## src/rtl/interposer_pkg.sv

```systemverilog
`default_nettype none
// ============================================================================
//  Module   : interposer_pkg
//  Purpose  : Shared constants, FSM encoding and error-bit indices for the
//             multipoint interposer node blocks.
//  Revision : 1.0 - initial release
// ============================================================================
package interposer_pkg;

    localparam int NODE_COUNT = 8;
    localparam int NODE_ID_W  = 3;
    localparam int REQ_W      = 4;
    localparam int CTRL_W     = 3 * NODE_COUNT;

    localparam int SEND_OFS   = 2 * NODE_COUNT;
    localparam int RECV_OFS   = NODE_COUNT;
    localparam int BYP_OFS    = 0;

    // Field selectors for ctrl_index(): the control bus is {send, receive, bypass}.
    localparam int FIELD_SEND = 2;
    localparam int FIELD_RECV = 1;
    localparam int FIELD_BYP  = 0;

    localparam int ERR_SELF_DEST = 0;
    localparam int ERR_TX_BP     = 1;
    localparam int ERR_SPURIOUS  = 2;
    localparam int ERR_TIMEOUT   = 3;

    typedef enum logic [1:0] {
        IDLE = 2'd0,
        REQ  = 2'd1,
        WAIT = 2'd2,
        SEND = 2'd3
    } node_state_e;

    function automatic int ctrl_index(input int field, input int nodes, input int id);
        return field * nodes + id;
    endfunction

endpackage
`default_nettype wire

```

## src/rtl/interposer_node_port_fifo.sv

```systemverilog
`default_nettype none
// ============================================================================
//  Module   : node_tx_fifo
//  Purpose  : Synchronous FIFO of {dest, data} entries with full/empty flags;
//             simultaneous push and pop are accepted even when full.
//  Revision : 1.0 - initial release
// ============================================================================
module node_tx_fifo #(
    parameter int WIDTH = 35,
    parameter int DEPTH = 4
) (
    input  logic             clk,
    input  logic             reset,
    input  logic             push,
    input  logic [WIDTH-1:0] push_data,
    input  logic             pop,
    output logic [WIDTH-1:0] pop_data,
    output logic             full,
    output logic             empty
);

    // DEPTH is a power of two >= 2; the extra pointer bit tells full from empty.
    localparam int AW = $clog2(DEPTH);

    logic [WIDTH-1:0] mem_q [DEPTH];
    logic [AW:0]      wr_ptr_q, wr_ptr_d;
    logic [AW:0]      rd_ptr_q, rd_ptr_d;
    logic             w_do_push;
    logic             w_do_pop;

    assign empty     = (wr_ptr_q == rd_ptr_q);
    assign full      = (wr_ptr_q[AW] != rd_ptr_q[AW]) &&
                       (wr_ptr_q[AW-1:0] == rd_ptr_q[AW-1:0]);
    assign w_do_pop  = pop && !empty;
    assign w_do_push = push && (!full || w_do_pop);
    assign pop_data  = mem_q[rd_ptr_q[AW-1:0]];

    always_comb begin
        wr_ptr_d = wr_ptr_q + (AW+1)'(w_do_push);
        rd_ptr_d = rd_ptr_q + (AW+1)'(w_do_pop);
    end

    always_ff @(posedge clk) begin
        if (!reset) begin
            wr_ptr_q <= '0;
            rd_ptr_q <= '0;
        end else begin
            wr_ptr_q <= wr_ptr_d;
            rd_ptr_q <= rd_ptr_d;
        end
    end

    always_ff @(posedge clk) begin
        if (w_do_push) begin
            mem_q[wr_ptr_q[AW-1:0]] <= push_data;
        end
    end

endmodule
`default_nettype wire

```

## src/rtl/interposer_node_port.sv

```systemverilog
`default_nettype none
// ============================================================================
//  Module   : interposer_node_port
//  Purpose  : Node endpoint of the interposer arbitration protocol: queues
//             local flits, pulses arbitration requests, drives/bypasses the
//             downstream link and captures received flits.
//  Revision : 1.0 - initial release
// ============================================================================
module interposer_node_port #(
    parameter int NODE_ID       = 0,
    parameter int NODE_COUNT    = 8,
    parameter int DATA_WIDTH    = 32,
    parameter int FIFO_DEPTH    = 4,
    parameter int GRANT_TIMEOUT = 64
) (
    input  logic                    clk,
    input  logic                    reset,
    input  logic                    in_valid,
    input  logic [2:0]              in_dest,
    input  logic [DATA_WIDTH-1:0]   in_data,
    output logic                    in_ready,
    output logic [3:0]              req_out,
    input  logic [3*NODE_COUNT-1:0] control_in,
    input  logic [DATA_WIDTH-1:0]   link_in,
    output logic [DATA_WIDTH-1:0]   link_out,
    output logic                    out_valid,
    output logic [DATA_WIDTH-1:0]   out_data,
    output logic [3:0]              err_flags
);
    import interposer_pkg::*;

    localparam int TX_BIT  = ctrl_index(FIELD_SEND, NODE_COUNT, NODE_ID);
    localparam int RX_BIT  = ctrl_index(FIELD_RECV, NODE_COUNT, NODE_ID);
    localparam int BP_BIT  = ctrl_index(FIELD_BYP,  NODE_COUNT, NODE_ID);
    localparam int ENTRY_W = NODE_ID_W + DATA_WIDTH;
    localparam int TMO_W   = $clog2(GRANT_TIMEOUT + 1);

    node_state_e             state_q, state_d, w_phase;
    logic [TMO_W-1:0]        tmo_q, tmo_d;
    logic [3:0]              err_q, err_d;
    logic                    out_valid_q, out_valid_d;
    logic [DATA_WIDTH-1:0]   out_data_q, out_data_d;

    logic                    w_tx, w_rx, w_bp;
    logic                    w_full, w_empty;
    logic                    w_accept, w_self, w_push, w_send;
    logic [ENTRY_W-1:0]      w_head;
    logic [NODE_ID_W-1:0]    w_head_dest;
    logic [DATA_WIDTH-1:0]   w_head_data;
    logic                    unused_ctrl;

    assign w_tx        = control_in[TX_BIT];
    assign w_rx        = control_in[RX_BIT];
    assign w_bp        = control_in[BP_BIT];
    assign unused_ctrl = ^control_in;

    assign in_ready    = !w_full;
    assign w_accept    = in_valid && in_ready;
    assign w_self      = w_accept && (in_dest == NODE_ID_W'(NODE_ID));
    assign w_push      = w_accept && !w_self;

    // A grant is honoured only while waiting for it; that cycle is the SEND phase.
    assign w_send      = (state_q == WAIT) && w_tx;
    assign w_phase     = w_send ? SEND : state_q;

    assign w_head_dest = w_head[DATA_WIDTH +: NODE_ID_W];
    assign w_head_data = w_head[DATA_WIDTH-1:0];

    node_tx_fifo #(
        .WIDTH (ENTRY_W),
        .DEPTH (FIFO_DEPTH)
    ) u_tx_fifo (
        .clk       (clk),
        .reset     (reset),
        .push      (w_push),
        .push_data ({in_dest, in_data}),
        .pop       (w_send),
        .pop_data  (w_head),
        .full      (w_full),
        .empty     (w_empty)
    );

    // The arbiter latches requests, so the on bit is asserted only in REQ.
    always_comb begin
        case (state_q)
            REQ:     req_out = {1'b1, w_head_dest};
            WAIT:    req_out = {1'b0, w_head_dest};
            default: req_out = '0;
        endcase
    end

    always_comb begin
        if (w_phase == SEND) begin
            link_out = w_head_data;
        end else if (w_bp && !w_tx) begin
            link_out = link_in;
        end else begin
            link_out = '0;
        end
    end

    always_comb begin
        state_d     = state_q;
        tmo_d       = tmo_q;
        err_d       = err_q;
        out_valid_d = w_rx;
        out_data_d  = w_rx ? link_in : out_data_q;

        case (state_q)
            IDLE: begin
                tmo_d = '0;
                if (!w_empty) begin
                    state_d = REQ;
                end
            end
            REQ: begin
                tmo_d   = '0;
                state_d = WAIT;
            end
            WAIT: begin
                if (w_tx) begin
                    tmo_d   = '0;
                    state_d = IDLE;
                end else if (tmo_q != TMO_W'(GRANT_TIMEOUT)) begin
                    tmo_d = tmo_q + TMO_W'(1);
                    if (tmo_q == TMO_W'(GRANT_TIMEOUT - 1)) begin
                        err_d[ERR_TIMEOUT] = 1'b1;
                    end
                end
            end
            default: begin
                tmo_d   = '0;
                state_d = IDLE;
            end
        endcase

        if (w_self) begin
            err_d[ERR_SELF_DEST] = 1'b1;
        end
        if (w_tx && (state_q != WAIT)) begin
            err_d[ERR_SPURIOUS] = 1'b1;
        end
        if (w_tx && w_bp) begin
            err_d[ERR_TX_BP] = 1'b1;
        end
    end

    always_ff @(posedge clk) begin
        if (!reset) begin
            state_q     <= IDLE;
            tmo_q       <= '0;
            err_q       <= '0;
            out_valid_q <= 1'b0;
            out_data_q  <= '0;
        end else begin
            state_q     <= state_d;
            tmo_q       <= tmo_d;
            err_q       <= err_d;
            out_valid_q <= out_valid_d;
            out_data_q  <= out_data_d;
        end
    end

    assign out_valid = out_valid_q;
    assign out_data  = out_data_q;
    assign err_flags = err_q;

endmodule
`default_nettype wire
```

## config.mk

```make
export PLATFORM = sky130hd
export DESIGN_NAME = interposer_node_port
export DESIGN_NICKNAME = d
export VERILOG_FILES = /design/src/rtl/interposer_pkg.sv /design/src/rtl/interposer_node_port_fifo.sv /design/src/rtl/interposer_node_port.sv
export SDC_FILE = /design/constraint.sdc
export NUM_CORES = 1
export LEC_CHECK = 0
export ABC_CLOCK_PERIOD_IN_PS = 5400
export CORE_UTILIZATION = 50
export DETAILED_ROUTE_END_ITERATION = 8
export HOLD_SLACK_MARGIN = 0.1
export PLACE_DENSITY = 0.84
export SYNTH_ARGS = -nofsm -noshare
export SYNTH_HDL_FRONTEND = slang
export SYNTH_SLANG_ARGS = --single-unit
export TNS_END_PERCENT = 20
```

## constraint.sdc

```tcl
create_clock -name clk -period 5.4 [get_ports clk]
set_clock_uncertainty 0.2 [all_clocks]
set_input_delay 0.54 -clock clk [delete_from_list [all_inputs] [get_ports clk]]
set_output_delay 0.54 -clock clk [all_outputs]
set_load 0.01 [all_outputs]
```

# Yosys cells after proc, flatten, opt, wreduce, memory -nomap -nowiden
# Memory sizes are Yosys's and may differ from the RTL's. A register that Yosys moved wholly into a read port is not among the register bits.
# Cells that the tools add are included.
# op_classes
eq_ne	11
n_mux	10
n_reduce_logical	20
add_sub_neg	3
n_bitwise	3
# ops
operator	n
2-to-1 mux 32 bit	2
logical AND 1 bit	10
2-to-1 mux 2 bit	4
case mux 4 bit (2 select lines)	1
adder 7 x 1 -> 7 bit (second input constant)	1
equality test 7 x 6 -> 1 bit (second input constant)	1
!= test 7 bit (second input constant)	1
adder 3 x 1 -> 3 bit	2
!= test 2 bit (second input constant)	3
case mux 2 bit (3 select lines)	1
equality test 2 bit (second input constant)	2
logical NOT 1 bit	4
AND reduction 4 bit	1
equality test 3 bit	1
logical NOT 3 bit	1
NOT 1 bit	3
OR reduction 3 bit	1
equality test 2 x 1 -> 1 bit (second input constant)	1
equality test 2 bit	1
logical NOT 2 bit	1
2-to-1 mux 1 bit	2
AND reduction 2 bit	1
logical OR 1 bit	1
!= test 1 bit	1
# totals
input_bits	94
ram_bits	140
word_cells	58
mem_count	1
regBits	52
# memory_table
memory	depth	word_bits	rd	rd_ports_with_merged_regs	write_ports	line_no	rtl
u_tx_fifo.mem_q	4	35	1	1	1	interposer_node_port_fifo.sv:25	logic [WIDTH-1:0] mem_q [DEPTH];

# Logic depth before layout (Yosys ltp)
# Gate-level depths: netlist (run 1).
# depth
ltp_word	10
ltp_mapped	8

# Hierarchy
# From an unflattened synthesis (run 1), not the netlist that was laid out.
# unflattened
cells_unflattened	509
hier_area_um2	7729.9
# by_module_without_submodules
module	instances	area_per_inst_um2	cells_per_inst	seq_area_each_um2
node_tx_fifo	1	5407.7	214	4324.1
interposer_node_port	1	2322.2	295	920.9

# Least setup slack after synthesis (run 1)
# No wires, ideal clock.
# synth_timing
kind	flip-flop to flip-flop
start	register u_tx_fifo.rd_ptr_q[0]
end	memory u_tx_fifo.mem_q[2][0] (enable)
slack_ns	1.154
period_less_slack_ns	4.246
setup_ns	0.478
arrival_ns	3.568
required_time_ns	4.722
stages_incl_launch_ff	5
path_cell_list	dfxtp_1 -> buf_4 -> xnor2_1 -> a31o_2 -> nor3b_1
# synth_between
elab_chain_len	10
word_cells_on_any_way	14
classes_between	eq/ne (2); mux (2); reduce/logical (10)
# synth_rtl
item	line_no	rtl
start, declared	interposer_node_port_fifo.sv:27	logic [AW:0] rd_ptr_q, rd_ptr_d;
start signal, assigned	interposer_node_port_fifo.sv:49	rd_ptr_q <= rd_ptr_d;
equality test 2 bit	interposer_node_port_fifo.sv:33	(wr_ptr_q[AW-1:0] == rd_ptr_q[AW-1:0]);
logical AND 1 bit	interposer_node_port_fifo.sv:32	assign full = (wr_ptr_q[AW] != rd_ptr_q[AW]) &&
logical NOT 1 bit	interposer_node_port_fifo.sv:35, interposer_node_port.sv:57	
logical AND 1 bit	interposer_node_port.sv:58	assign w_accept = in_valid && in_ready;
logical AND 1 bit	interposer_node_port.sv:59	assign w_self = w_accept && (in_dest == NODE_ID_W'(NODE_ID));
logical NOT 1 bit	interposer_node_port.sv:60	assign w_push = w_accept && !w_self;
logical AND 1 bit	interposer_node_port.sv:60	
logical AND 1 bit (*)	interposer_node_port_fifo.sv:35	assign w_do_push = push && (!full || w_do_pop);
2-to-1 mux 1 bit (*)	interposer_node_port_fifo.sv:54	if (w_do_push) begin
2-to-1 mux 1 bit (implied by the code) (*)	interposer_node_port_fifo.sv:55	mem_q[wr_ptr_q[AW-1:0]] <= push_data;
end, declared	interposer_node_port_fifo.sv:25	
# Mark *: on every way between the ends. The rest lies on a longest branch, timed or not.

==> flow_metrics.py, run 1 <==
metrics = {
    "finish": {
        "seq_area_um2": 5250,
        "layout_common_cells": "clkdlybuf4s50_1 (145), edfxtp_1 (140), dfxtp_1 (50), nor2b_1 (38), mux4_2 (35)",
        "layout.nets": 693,
        "drive_above_1_share": 0.142,
        "fillCellCount": 987,
        "multiInputGateArea_um2": 2220,
        "final_common_cell": "clkdlybuf4s50_1",
        "diodes": 0,
        "syn_to_final_growth_pct": 29.6,
        "fin_area_um2": 9840,
    },
    "synth": {
        "synth_seq_cells": 192,
        "syn_area_um2": 7590,
        "syn_avg_cell_area_um2": 17.3,
        "ys_seq_area_frac": 0.691,
        "ys_top_cells_by_area": "edfxtp_1 (55%), dfxtp_1 (14%), mux4_2 (10%)",
        "synth_nets": 543,
        "synth_top_cell_area_share": 0.554,
        "synth_edf_count": 140,
        "synth_cells": 438,
        "synthArstFlopShare": 0,
        "yosys_warnings": 0,
        "yosysTopAreaCell": "edfxtp_1",
        "ys.flop_type": "edfxtp_1",
        "ys_types": 36,
    },
    "global_route": {
        "grtUsageTotal": 0.214,
        "grt_antenna_before_repair": 0,
        "grt_max_degree": 49,
        "grt_pass1_wl_um": 25000,
        "grt-ovfl-total": 0,
        "grt_pass1_vias": 4633,
    },
    "setup_path": {
        "rr_worst_depth": 3,
        "cp.required_ns": 4.66,
        "r2r-end": "u_tx_fifo.mem_q[3][16]",
        "slowest_stage": "dfxtp_2",
        "cp_slowest_stage_delay_ns": 0.97,
        "cp_max_fo": 26,
        "cp-start-kind": "register",
        "worstPathArrival_ns": 3.07,
        "critPathKind": "reg -> out",
        "r2r_start": "u_tx_fifo.rd_ptr_q[0]",
        "critPathCaptureType": "output pin",
        "cp_cell_sequence": "buf_4, mux4_2, a22o_1, clkdlybuf4s50_1",
        "r2r_slack_ns": 2.15,
    },
    "power": {
        "p_leak_nw": 3.38,
        "power_density_nw_per_um2": 348,
        "ir_worst_vdd_mv": 0.255,
        "power_mw": 3.42,
    },
    "detailed_routing": {
        "drtIter0Drc": 305,
        "drc": 9,
        "antenna_left": 0,
        "wl_um": 16000,
        "dr_total_vias": 4337,
        "first_pass_iters": 6,
        "avgRoutedWirePerCell_um": 20.4,
        "vias_per_cell": 5.53,
    },
    "worst_hold_path": {
        "worstHoldStart": "err_flags[2]",
        "holdPathEnd": "err_flags[2]",
        "hold_path_class": "reg -> reg",
        "hold_path_depth": 1,
    },
    "clock_tree": {
        "tritoncts": "built",
        "ctsHoldBuffers": 0,
        "clock_sinks": 192,
        "ctsResizeCount": 0,
        "clkTransAtPathRegs_ns": 0.06,
        "cts_buffers": 17,
        "postCtsSetupRepairBufs": 0,
        "h-tree-depth": 4,
        "clockBufferDepth": 2,
        "cts-root-buf": "clkbuf_16",
        "insertion_delay_ns": 0.42,
    },
    "sta": {
        "fin_ws_ns": 1.59,
        "fin_crit_sh": 0.705,
        "fmaxAchievable_mhz": 263,
        "tightest_slew_ns": 1.19,
        "slew_violations": 0,
        "slew-limit-headroom": 0.206,
        "period_needed_ns": 3.81,
        "finalSetupTns_ns": 0,
        "whs_ns": 0.266,
        "grt_setup_unrepaired": "no",
        "setup_viol": 0,
        "hold_viol_final": 0,
    },
    "job": {
        "max-cap-violations": 0,
    },
    "die": {
        "die_h_um": 125,
        "die_x_um": 125,
        "die_area_um2": 15700,
        "core-area_um2": 14700,
        "rows": 44,
        "initial_core_util": 0.517,
        "ios": 168,
    },
    "run_status": {
        "violations": "design-rule violations",
        "status": "finished, violations left",
    },
    "placed_design": {
        "port-buffer-count": 146,
        "gp_congestion": 0.772,
        "placed_area_um2": 9250,
        "dpl.hpwl_um": 10200,
        "pre_cts_slack_ns": 1.97,
    },
}
## sequential cells by signal (all words and copies together) (netlist names)
name,flops
u_tx_fifo.mem_q,140
state_q,2
u_tx_fifo.wr_ptr_q,3
err_flags,4
out_data,32
out_valid,1
tmo_q,7
u_tx_fifo.rd_ptr_q,3
## cell usage after synthesis (2+ instances only)
cell type  count
nand3_1        3
nor2_1         4
nor3_1         3
dfxtp_1       52
xnor2_1        4
nand2_1       10
nand2b_1       2
a22o_1        32
and2_1         7
xor2_1         5
a31oi_1        2
edfxtp_1     140
clkbuf_1      12
buf_6          3
buf_4          2
o21ai_0        4
or3_1          3
a21oi_1        4
mux4_2        35
nor3b_1        2
ha_1          11
mux2i_1       34
nor2b_1       38
o21a_1         4
inv_1          5
buf_2          7
## how the worst max path moves through the flow
stage                           from               endpoint  slack, ns
2_1_floorplan  u_tx_fifo.rd_ptr_q[0]  u_tx_fifo.mem_q[2][0]       1.15
3_3_place_gp   u_tx_fifo.rd_ptr_q[0]           link_out[21]       2.01
3_5_place_dp   u_tx_fifo.rd_ptr_q[0]           link_out[19]       1.97
4_1_cts        u_tx_fifo.rd_ptr_q[0]           link_out[19]       1.49
5_1_grt        u_tx_fifo.rd_ptr_q[0]           link_out[19]       1.34
6_report       u_tx_fifo.rd_ptr_q[0]           link_out[19]       1.59
## critical path, delay by kind of cell (launching register included)
kind	cells	cell delay, ns
AO/OA/AOI/OAI	1	0.20
buffers and inverters	2	0.89
flip-flops	1	0.97
multiplexers	1	0.57
## kinds of logic (layout without fill, tap and decap cells)
family          count (synthesis)  count (layout)  share of synthesized area
compound gates                 50              50                     0.0521
xor+xnor                        9               9                     0.0104
fa+ha+maj                      11              11                     0.0181
buf+inv                        30             192                     0.0199
flops                         192             192                      0.691
mux                            69              69                      0.149
simple gates                   77              77                     0.0601
## per-stage QoR
stage,cells,util
CTS,784,0.669
floorplan,438,-
detailed placement,753,0.629
global route,784,0.669
global placement,753,0.629
finish,784,0.669
## cell type report
cell class,count,share of cell area
Sequential cell,192,0.533
Inverter,5,0.00191
Multi-Input combinational cell,216,0.226
Clock buffer,17,0.0432
Tap cell,184,0.0234
Timing Repair Buffer,156,0.156
Clock inverter,14,0.0169
## power by group
part / total (mW) / leakage [nW] / internal, mW / switching, mW
Sequential: 1.69 / 1.71 / 1.66 / 0.0352
Clock: 1.25 / 0.283 / 0.726 / 0.529
Combinational: 0.476 / 1.39 / 0.259 / 0.217
Total: 3.42 / 3.38 / 2.64 / 0.781
## routing by layer
layer	routed length (um)	track usage	part of all wire
met1	6440	0.253	0.40
met2	8600	0.384	0.54
met3	671	0.0454	0.042
met4	250	0.0818	0.016
met5	0	0	0
Power figures use the tool's default switching activity.
==> run 2: changes to the inputs <==
Settings changed: ABC_CLOCK_PERIOD_IN_PS 5400 to 3900.
Clock period 5.4 ns to 3.9 ns, I/O delays scaled along.
==> flow_metrics.py, run 2 (synthesis results as in run 1) <==
metrics = {
    "clock_tree": {
        "clockBufferDepth": 2,
        "clkTransAtPathRegs_ns": 0.07,
        "ctsHoldBuffers": 0,
        "postCtsSetupRepairBufs": 0,
        "cts_buffers": 17,
        "ctsResizeCount": 0,
        "insertion_delay_ns": 0.42,
        "tritoncts": "built",
        "h-tree-depth": 4,
        "clock_sinks": 192,
        "cts-root-buf": "clkbuf_16",
    },
    "global_route": {
        "grt_max_degree": 40,
        "grt_antenna_before_repair": 0,
        "grt_pass1_wl_um": 25600,
        "grt_pass1_vias": 4665,
        "grt-ovfl-total": 0,
        "grtUsageTotal": 0.219,
    },
    "die": {
        "die_h_um": 125,
        "die_area_um2": 15700,
        "ios": 168,
        "initial_core_util": 0.517,
        "die_x_um": 125,
        "rows": 44,
        "core-area_um2": 14700,
    },
    "sta": {
        "fin_crit_sh": 0.822,
        "finalSetupTns_ns": 0,
        "hold_viol_final": 0,
        "whs_ns": 0.266,
        "fmaxAchievable_mhz": 312,
        "period_needed_ns": 3.21,
        "tightest_slew_ns": 1.09,
        "slew_violations": 0,
        "grt_setup_unrepaired": "no",
        "setup_viol": 0,
        "slew-limit-headroom": 0.271,
    },
    "power": {
        "power_density_nw_per_um2": 484,
        "ir_worst_vdd_mv": 0.381,
        "power_frac_clock": 0.372,
        "comb_power_share": 0.141,
        "p_sw_mw": 1.10,
        "p_leak_nw": 3.43,
        "switching_share": 0.230,
        "power_mw": 4.80,
        "seq_power_share": 0.487,
        "p_int_mw": 3.70,
    },
    "detailed_routing": {
        "antenna_left": 0,
        "dr_total_vias": 4422,
        "avgRoutedWirePerCell_um": 20.7,
        "drtIter0Drc": 314,
        "vias_per_cell": 5.60,
        "wl_um": 16300,
        "drc": 7,
        "first_pass_iters": 9,
    },
    "finish": {
        "diodes": 0,
        "fin_area_um2": 9920,
        "syn_to_final_growth_pct": 30.7,
        "layout.nets": 698,
        "layout_common_cells": "clkdlybuf4s50_1 (145), edfxtp_1 (140), dfxtp_1 (50), nor2b_1 (38), mux4_2 (35)",
        "fillCellCount": 920,
        "largest_reg_flops": 140,
        "drive_above_1_share": 0.152,
        "final_util": 0.675,
        "final_common_cell": "clkdlybuf4s50_1",
    },
    "setup_path": {
        "worstPathArrival_ns": 2.62,
        "cp_slowest_stage_delay_ns": 0.63,
        "cp_max_fo": 12,
        "cp_cell_sequence": "buf_4, mux4_2, a22o_1, clkdlybuf4s50_1",
        "cp_top_family": "buffers and inverters",
        "cp-start-kind": "register",
        "cp.required_ns": 3.31,
        "slowest_stage": "dfxtp_2",
        "critPathCaptureType": "output pin",
        "critPathBufInv": 2,
        "critPathKind": "reg -> out",
    },
    "run_status": {
        "status": "finished, violations left",
        "violations": "design-rule violations",
    },
    "placed_design": {
        "port-buffer-count": 146,
        "gp_congestion": 0.821,
        "dpl.hpwl_um": 10600,
        "placed_area_um2": 9300,
    },
    "worst_hold_path": {
        "hold_path_class": "reg -> reg",
    },
    "job": {
        "max-cap-violations": 0,
    },
}
[run 2: changes by cell type in the layout (fill, tap and decap cells not counted), sizes merged]
cell    previous run  this run
buf               11        16
clkbuf            17        22
clkinv             6         3
bufinv             3         2
[run 2: layout make-up]
type	instances	area (um^2)	area share
Sequential cell	192	5250	0.529
Clock buffer	22	494	0.0498
Timing Repair Buffer	161	1580	0.159
Clock inverter	10	125	0.0126
Inverter	5	18.8	0.00189
Tap cell	184	230	0.0232
Multi-Input combinational cell	216	2230	0.224
[run 2: power groups by stage]
stage | logic (mW) | clock network (mW) | registers, mW
after global routing | 0.727 | 1.88 | 2.35
after detailed placement | 0.678 | 0 | 2.38
final | 0.679 | 1.78 | 2.34
after floorplan | 0.321 | 0 | 2.38
after global placement | 0.653 | 0 | 2.37
after CTS | 0.683 | 1.81 | 2.34
[run 2: per-stage QoR]
step / cells / worst slack (ns)
final: 790 / 0.693
after global routing: 790 / 0.586
after CTS: 790 / 0.636
after detailed placement: 758 / 0.999
after global placement: 758 / 1.05
after floorplan: 438 / -0.338
[run 2: worst paths after layout]
check                           slack, ns  cells past startpoint                     to                  start
worst max register to register       1.12                      4  u_tx_fifo.mem_q[3][5]  u_tx_fifo.rd_ptr_q[1]
worst min register to register       0.27                      1           err_flags[0]           err_flags[0]
worst min-delay path                 0.27                      1           err_flags[0]           err_flags[0]
worst max-delay path                 0.69                      4           link_out[30]  u_tx_fifo.rd_ptr_q[0]
[run 2: layer usage]
metal	vias to the layer above	GRT usage	wire length [um]
met3	25	0.0462	728
met2	148	0.380	8450
li1	2017	-	-
met1	2232	0.266	6750
met4	0	0.0983	401
met5	-	0	0
[run 2: worst register-to-register path, delay by kind of cell (launching register included)]
kind / cells / cell delay [ns]
compound gates: 1 / 0.36
buf+inv: 1 / 0.41
simple gates: 1 / 0.51
flops: 1 / 0.69
xor+xnor: 1 / 0.28
==> run 3: changes to the inputs <==
Settings changed: ABC_CLOCK_PERIOD_IN_PS 3900 to 3000.
Clock period 3.9 ns to 3 ns, I/O delays scaled along.
==> flow_metrics.py, run 3 (synthesis results as in run 1) <==
metrics = {
    "finish": {
        "final_common_cell": "clkdlybuf4s50_1",
        "largest_reg_flops": 140,
        "fillCellCount": 979,
        "final_util": 0.675,
        "layout_common_cells": "clkdlybuf4s50_1 (145), edfxtp_1 (140), dfxtp_1 (50), nor2b_1 (38), mux4_2 (35)",
        "syn_to_final_growth_pct": 30.7,
        "layout.nets": 700,
        "diodes": 0,
        "drive_above_1_share": 0.151,
    },
    "detailed_routing": {
        "antenna_left": 0,
        "vias_per_cell": 5.56,
        "wl_um": 16100,
        "avgRoutedWirePerCell_um": 20.3,
        "dr_total_vias": 4407,
        "drc": 7,
        "first_pass_iters": 9,
        "drtIter0Drc": 305,
    },
    "clock_tree": {
        "clock_sinks": 192,
        "h-tree-depth": 4,
        "clkTransAtPathRegs_ns": 0.07,
        "insertion_delay_ns": 0.42,
        "ctsHoldBuffers": 0,
        "clockBufferDepth": 2,
        "postCtsSetupRepairBufs": 0,
        "cts_buffers": 17,
        "tritoncts": "built",
        "cts-root-buf": "clkbuf_16",
    },
    "setup_path": {
        "cp.required_ns": 2.50,
        "critPathCaptureType": "output pin",
        "critPathBufInv": 3,
        "cp_cell_sequence": "inv_1, ha_2, nand2_1, nand2_1, buf_4, a22o_1, clkdlybuf4s50_1",
        "critPathKind": "reg -> out",
        "worstPathArrival_ns": 2.39,
        "r2r_start": "u_tx_fifo.rd_ptr_q[0]",
        "cp-start-kind": "register",
        "slowest_stage": "clkdlybuf4s50_1",
        "r2r_slack_ns": 0.65,
        "timing.critical_path.mode_cell": "nand2_1",
        "cp_max_fo": 19,
        "cp-startpoint": "state_q[0]",
        "cp_slowest_stage_delay_ns": 0.55,
        "cp_top_family": "buffers and inverters",
    },
    "worst_hold_path": {
        "worstHoldStart": "err_flags[0]",
        "hold_path_class": "reg -> reg",
    },
    "run_status": {
        "status": "finished, violations left",
        "violations": "design-rule violations",
    },
    "sta": {
        "fmaxAchievable_mhz": 346,
        "period_needed_ns": 2.89,
        "setup_viol": 0,
        "grt_setup_unrepaired": "no",
        "fin_crit_sh": 0.965,
        "hold_viol_final": 0,
        "finalSetupTns_ns": 0,
        "tightest_slew_ns": 1.09,
        "slew_violations": 0,
        "whs_ns": 0.268,
        "slew-limit-headroom": 0.272,
    },
    "global_route": {
        "grt_antenna_before_repair": 0,
        "grt-ovfl-total": 0,
        "grt_pass1_wl_um": 24900,
        "grt_max_degree": 35,
        "grt_pass1_vias": 4670,
        "grtUsageTotal": 0.215,
    },
    "die": {
        "die_h_um": 125,
        "die_x_um": 125,
        "rows": 44,
        "die_area_um2": 15700,
        "initial_core_util": 0.517,
        "ios": 168,
        "core-area_um2": 14700,
    },
    "power": {
        "p_sw_mw": 1.38,
        "ir_worst_vdd_mv": 0.431,
        "seq_power_share": 0.496,
        "power_frac_clock": 0.360,
        "power_mw": 6.13,
        "switching_share": 0.225,
        "power_density_nw_per_um2": 618,
        "comb_power_share": 0.144,
        "p_leak_nw": 3.43,
        "p_int_mw": 4.75,
    },
    "placed_design": {
        "gp_congestion": 0.751,
        "port-buffer-count": 146,
        "dpl.hpwl_um": 10500,
    },
    "job": {
        "max-cap-violations": 0,
    },
}
-- run 3: power groups by stage --
stage | Sequential, mW | Clock [mW] | Combinational (mW)
after detailed placement | 3.09 | 0 | 0.881
after global placement | 3.08 | 0 | 0.852
final | 3.04 | 2.21 | 0.883
after CTS | 3.04 | 2.25 | 0.891
after global routing | 3.05 | 2.36 | 0.944
after floorplan | 3.10 | 0 | 0.417
-- run 3: per-layer routing --
layer,wire [um],vias up,share of wire,GRT usage
li1,-,2024,-,-
met1,6360,2218,0.40,0.246
met2,8520,131,0.53,0.387
met3,743,34,0.046,0.0419
met4,446,0,0.028,0.106
met5,0,-,0,0
-- run 3: timing repair --
item | in CTS | in global routing
setup endpoints to repair | 0 | 25
endpoints found under the hold margin | 0 | 0
gates resized for setup | 0 | 1
-- run 3: layout make-up --
cell class,instances,area (um^2),share of cell area
clock buffer,22,474,0.0478
timing repair buffer,163,1610,0.162
multi-input combinational,216,2230,0.225
sequential,192,5250,0.529
clock inverter,10,109,0.0110
tap,184,230,0.0232
inverter,5,18.8,0.00189
-- run 3: worst paths after layout --
path	to	cells past startpoint
worst max-delay path	link_out[3]	7
worst min-delay path	err_flags[0]	1
worst max register to register	u_tx_fifo.wr_ptr_q[2]	8
worst min register to register	err_flags[0]	1
-- run 3: stage by stage --
| step | setup WS, ns | std cells | cell area, um^2 |
|---|---|---|---|
| final | 0.106 | 792 | 9920 |
| after global routing | 0.00710 | 792 | 9920 |
| after CTS | 0.0521 | 792 | 9920 |
| after floorplan | -1.04 | 438 | 7600 |
| after detailed placement | 0.406 | 760 | 9340 |
| after global placement | 0.449 | 760 | 9340 |
